===== config.mk =====
export PLATFORM = sky130hd
export DESIGN_NAME = decimate
export DESIGN_NICKNAME = d
export VERILOG_FILES = /design/src/rtl/decimate.sv
export SDC_FILE = /design/constraint.sdc
export NUM_CORES = 1
export LEC_CHECK = 0
export CAP_MARGIN = 20
export CORE_AREA = 3 3 116 118
export CTS_BUF_LIST = sky130_fd_sc_hd__clkbuf_2
export CTS_CLUSTER_DIAMETER = 30
export DETAILED_ROUTE_END_ITERATION = 12
export DIE_AREA = 0 0 119 121
export HOLD_SLACK_MARGIN = 0.05
export PLACE_DENSITY_LB_ADDON = 0.08
export SKIP_CTS_REPAIR_TIMING = 1
export SLEW_MARGIN = 20
export SYNTH_ARGS = -nofsm -noshare
export SYNTH_HDL_FRONTEND = slang
export SYNTH_SLANG_ARGS = --single-unit

===== constraint.sdc =====
create_clock -name clk -period 5.08 [get_ports clk]
set_input_delay 1.016 -clock clk [delete_from_list [all_inputs] [get_ports clk]]
set_output_delay 1.016 -clock clk [all_outputs]
set_load 0.05 [all_outputs]

===== src/rtl/decimate.sv =====
// R-to-1 decimator. It groups every R qualified input samples into a frame
// and emits one saturated output sample per completed frame. In pick mode the
// output is the frame's sample at index PHASE. In integrate-and-dump mode the
// output is the sum of all R samples in the frame.
module decimate #(
  parameter int R            = 4,
  parameter int INPUT_WIDTH  = 22,
  parameter int OUTPUT_WIDTH = 14,
  parameter int SHIFT        = 0,
  parameter int PHASE        = 0
) (
  input  logic                    clk,
  input  logic                    rst_n,
  input  logic [INPUT_WIDTH-1:0]  Xin,
  input  logic                    Xin_valid,
  input  logic                    mode,
  input  logic                    sync,
  output logic [OUTPUT_WIDTH-1:0] Xout,
  output logic                    Xout_valid,
  output logic                    ovf
);

  localparam int PW = $clog2(R);
  localparam int AW = INPUT_WIDTH + PW;

  localparam logic [PW-1:0] LAST_PH = PW'(R - 1);
  localparam logic [PW-1:0] PICK_PH = PW'(PHASE);

  // Output clamp limits, sign-extended to the accumulator width.
  localparam logic signed [AW-1:0] SAT_MAX = {{(AW-OUTPUT_WIDTH+1){1'b0}}, {(OUTPUT_WIDTH-1){1'b1}}};
  localparam logic signed [AW-1:0] SAT_MIN = {{(AW-OUTPUT_WIDTH+1){1'b1}}, {(OUTPUT_WIDTH-1){1'b0}}};

  logic [PW-1:0]           phase_q, phase_d;
  logic signed [AW-1:0]    acc_q, acc_d;
  logic                    mode_q, mode_d;
  logic [OUTPUT_WIDTH-1:0] xout_q, xout_d;
  logic                    xout_valid_q, xout_valid_d;
  logic                    ovf_q, ovf_d;

  logic                    start;
  logic                    frame_mode;
  logic [PW-1:0]           cur_phase;
  logic signed [AW-1:0]    xin_ext;
  logic signed [AW-1:0]    shifted;
  logic signed [AW-1:0]    sat_val;
  logic                    clip;

  assign xin_ext = {{PW{Xin[INPUT_WIDTH-1]}}, Xin};

  // Next-state logic: phase tracking, accumulation, and frame completion.
  // A sync pulse rewinds to phase 0, so a valid sample in the same cycle
  // starts a new frame instead of closing the old one.
  always_comb begin
    // NOTE: every signal gets a default first so no path leaves it unassigned (no latches).
    phase_d      = phase_q;
    acc_d        = acc_q;
    mode_d       = mode_q;
    xout_d       = xout_q;
    xout_valid_d = 1'b0;
    ovf_d        = 1'b0;
    start        = sync || (phase_q == '0);
    cur_phase    = sync ? '0 : phase_q;
    frame_mode   = start ? mode : mode_q;

    if (sync) phase_d = '0;

    if (Xin_valid) begin
      phase_d = (cur_phase == LAST_PH) ? '0 : cur_phase + PW'(1);
      if (start) mode_d = mode;
      if (frame_mode) acc_d = start ? xin_ext : acc_q + xin_ext;
      else if (cur_phase == PICK_PH) acc_d = xin_ext;
    end

    shifted = acc_d >>> SHIFT;
    clip    = 1'b0;
    sat_val = shifted;
    if (shifted > SAT_MAX) begin
      sat_val = SAT_MAX;
      clip    = 1'b1;
    end else if (shifted < SAT_MIN) begin
      sat_val = SAT_MIN;
      clip    = 1'b1;
    end

    if (Xin_valid && !sync && (phase_q == LAST_PH)) begin
      xout_d       = sat_val[OUTPUT_WIDTH-1:0];
      xout_valid_d = 1'b1;
      ovf_d        = clip;
    end
  end

  // State registers with synchronous active-low reset.
  always_ff @(posedge clk) begin
    // NOTE: sequential state uses non-blocking assignments so all flops update together.
    if (!rst_n) begin
      phase_q      <= '0;
      acc_q        <= '0;
      mode_q       <= 1'b0;
      xout_q       <= '0;
      xout_valid_q <= 1'b0;
      ovf_q        <= 1'b0;
    end else begin
      phase_q      <= phase_d;
      acc_q        <= acc_d;
      mode_q       <= mode_d;
      xout_q       <= xout_d;
      xout_valid_q <= xout_valid_d;
      ovf_q        <= ovf_d;
    end
  end

  assign Xout       = xout_q;
  assign Xout_valid = xout_valid_q;
  assign ovf        = ovf_q;

endmodule


==> impl_metrics.toml <==
[die]
rows = 41
die_h_um = 121
start_util_pct = 29.8
fp.coreArea_mm2 = 0.0126
io_pins = 43
die_w_um = 119
die_area_mm2 = 0.0144

[critical_path]
criticalPathCategory = "input port to register"
reg2regPathDepth = 12
cp.required_ns = 5.48
worstSetupEndpointType = "register"
cp-start-kind = "input port"
crit_fanout = 14
arrival_ns = 4.49

[placed_design]
portBuffers = 42
pre_cts_ws_ns = 0.501
dpl_cell_area_mm2 = 0.00445
dp_cells = 699
dp.final_hpwl_mm = 10.3
gp_congestion = 0.884

[route]
antenna_left = 0
wl_mm = 13.5
drc = 0
dr.pass1.iters = 5
via_count = 4069
routed_via_density = 5.77
wire_per_inst_um = 19.2
drtIter0Drc = 308

[yosys]
synth_nets = 549
syn_area_mm2 = 0.00375
synthArstFlopShare_pct = 0
synth_area_leaders = "dfxtp_1 (23%), ha_1 (8.0%), nor2_1 (5.2%)"
synth_top_area_share_pct = 23.0
yosysTopAreaCell = "dfxtp_1"
yosysUniqueCellTypes = 60
yosysMostFrequentCell = "nor2_1"
syn_avg_cell_area_um2 = 7.54
synth_commonest_cells = "nor2_1 (52), dfxtp_1 (43), nand2_1 (36)"
synth_seq_area_share_pct = 23.0
ys_seq_elements = 43
synth_edf_count = 0
ys_warn_count = 0
synthCells = 497
synthFlopType = "dfxtp_1"

[finish]
syn2layout_area_growth_pct = 19.6
fin_nets = 586
n_antenna_cell = 0
fin_cells = 705
layout-drive-gt1-share_pct = 7.50
fillers = 1348
postLayoutCellArea_mm2 = 0.00448

[clock_tree]
cts_tree = "done"
clockBufferDepth = 2
cts_buffers = 5
clkSlewWorstSetupHoldPaths_ns = 0.25
htreeDepth = 2
clk_latency_ns = 0.51
clock_sinks = 43
root_buffer = "clkbuf_2"

[timing]
finalHoldViolations = 0
relSlewSlack_pct = 48.5
min_period_over_period_pct = 80.6
fin_tns_setup_ns = 0
rsz0062_at_grt = "false"
skew_ns = 0.0440
drv_slew = 0
fmax_mhz = 244
setup_viol = 0
fin_crit_ns = 4.09
tightest_slew_ns = 0.768
setup_ws_ns = 0.987

[grt]
grt_pass1_wl_mm = 21.8
grt-ovfl-total = 0
grt.total_usage_pct = 19.1
grt_antenna_before_repair = 0
grt_pass1_vias = 3888
grt_max_degree = 31

[power]
p_leak_nw = 1.66
cellPowerDensity_mw_per_mm2 = 209
peakVddDrop_mv = 0.0748
total_power_mw = 0.936

[flow_run]
maxCapViolCount = 0

[outcome]
status = "finished, final reports clean"

[worst_hold_path]
hold_depth = 2
min_path_type = "register to register"
## metal layers
| metal | vias to the layer above | part of all wire (%) | GRT usage [%] | routed length, um |
|---|---|---|---|---|
| met5 | - | 0 | 0 | 0 |
| met4 | 0 | 1.9 | 5.50 | 255 |
| met3 | 18 | 4.9 | 3.59 | 668 |
| met2 | 101 | 44 | 29.3 | 5950 |
| met1 | 1948 | 49 | 27.1 | 6650 |
| li1 | 2002 | - | - | - |
## path summary, 6_finish.rpt
check,startpoint,end,slack (ns)
setup / recovery,Xin[0],Xout[3],0.99
hold / removal,Xout[13],Xout[13],0.54
setup reg to reg,phase_q[0],Xout[3],1.63
hold reg to reg,Xout[13],Xout[13],0.54
## final cells by class
cell class | instances | area, um^2 | share of cell area, %
multi-input cells | 411 | 2740 | 61.1
flip-flops and latches | 43 | 861 | 19.2
repair buffers | 65 | 606 | 13.5
well taps | 172 | 215 | 4.80
inverters | 8 | 30.0 | 0.670
clock buffers | 5 | 25.0 | 0.558
clock inverters | 1 | 7.51 | 0.168
## critical path: stages
cell and delay [ns]:
clkdlybuf4s50_1 0.43, ha_1 0.24, fa_1 0.41, a21o_1 0.22, a221o_1 0.35, a21oi_2 0.22
o41ai_1 0.15, xor2_1 0.17, a222oi_1 0.40, nand4_1 0.16, buf_4 0.22, a2111oi_0 0.37
o211ai_1 0.13
## registers in the layout, indices dropped and copies added, names as in the netlist
| register | count |
|---|---|
| mode_q | 1 |
| Xout | 14 |
| phase_q | 2 |
| Xout_valid | 1 |
| acc_q | 24 |
| ovf | 1 |
## metrics by stage
stage	utilization, %	hold WS (ns)
after floorplan	-	0.484
after CTS	35.7	0.547
after global routing	35.7	0.559
after detailed placement	35.4	0.520
final	35.7	0.538
after global placement	35.4	0.511
## cell usage in the layout, fill, tap and decap left out, drive strengths merged, types with 9 or more instances in the layout
master,netlist,layout
ha,24,24
nand2,36,36
nor2,52,52
nor3,13,13
a22oi,17,17
nand3,22,22
a21oi,32,32
mux2i,9,9
clkdlybuf4s50,0,42
o21ai,32,32
buf,4,23
dfxtp,43,43
a2111oi,16,16
and2,9,9
o211ai,9,9
o22ai,9,9
## cells by family (layout without fill, tap and decap cells)
group	count (synthesis)	after routing	share of synthesized area, %
multiplexers	11	11	3.00
AND/OR/NAND/NOR	170	170	22.0
buffers and inverters	43	79	4.34
adder cells (fa/ha/maj)	25	25	8.54
XOR/XNOR	15	15	3.50
AO/OA/AOI/OAI	190	190	35.7
flip-flops	43	43	23.0
## power breakdown
group / total, mW / switching [mW] / internal [mW]
Sequential: 0.372 / 0.0156 / 0.356
Clock: 0.165 / 0.137 / 0.0283
Combinational: 0.399 / 0.246 / 0.153
No activity file was read; power rests on OpenSTA's default activity.
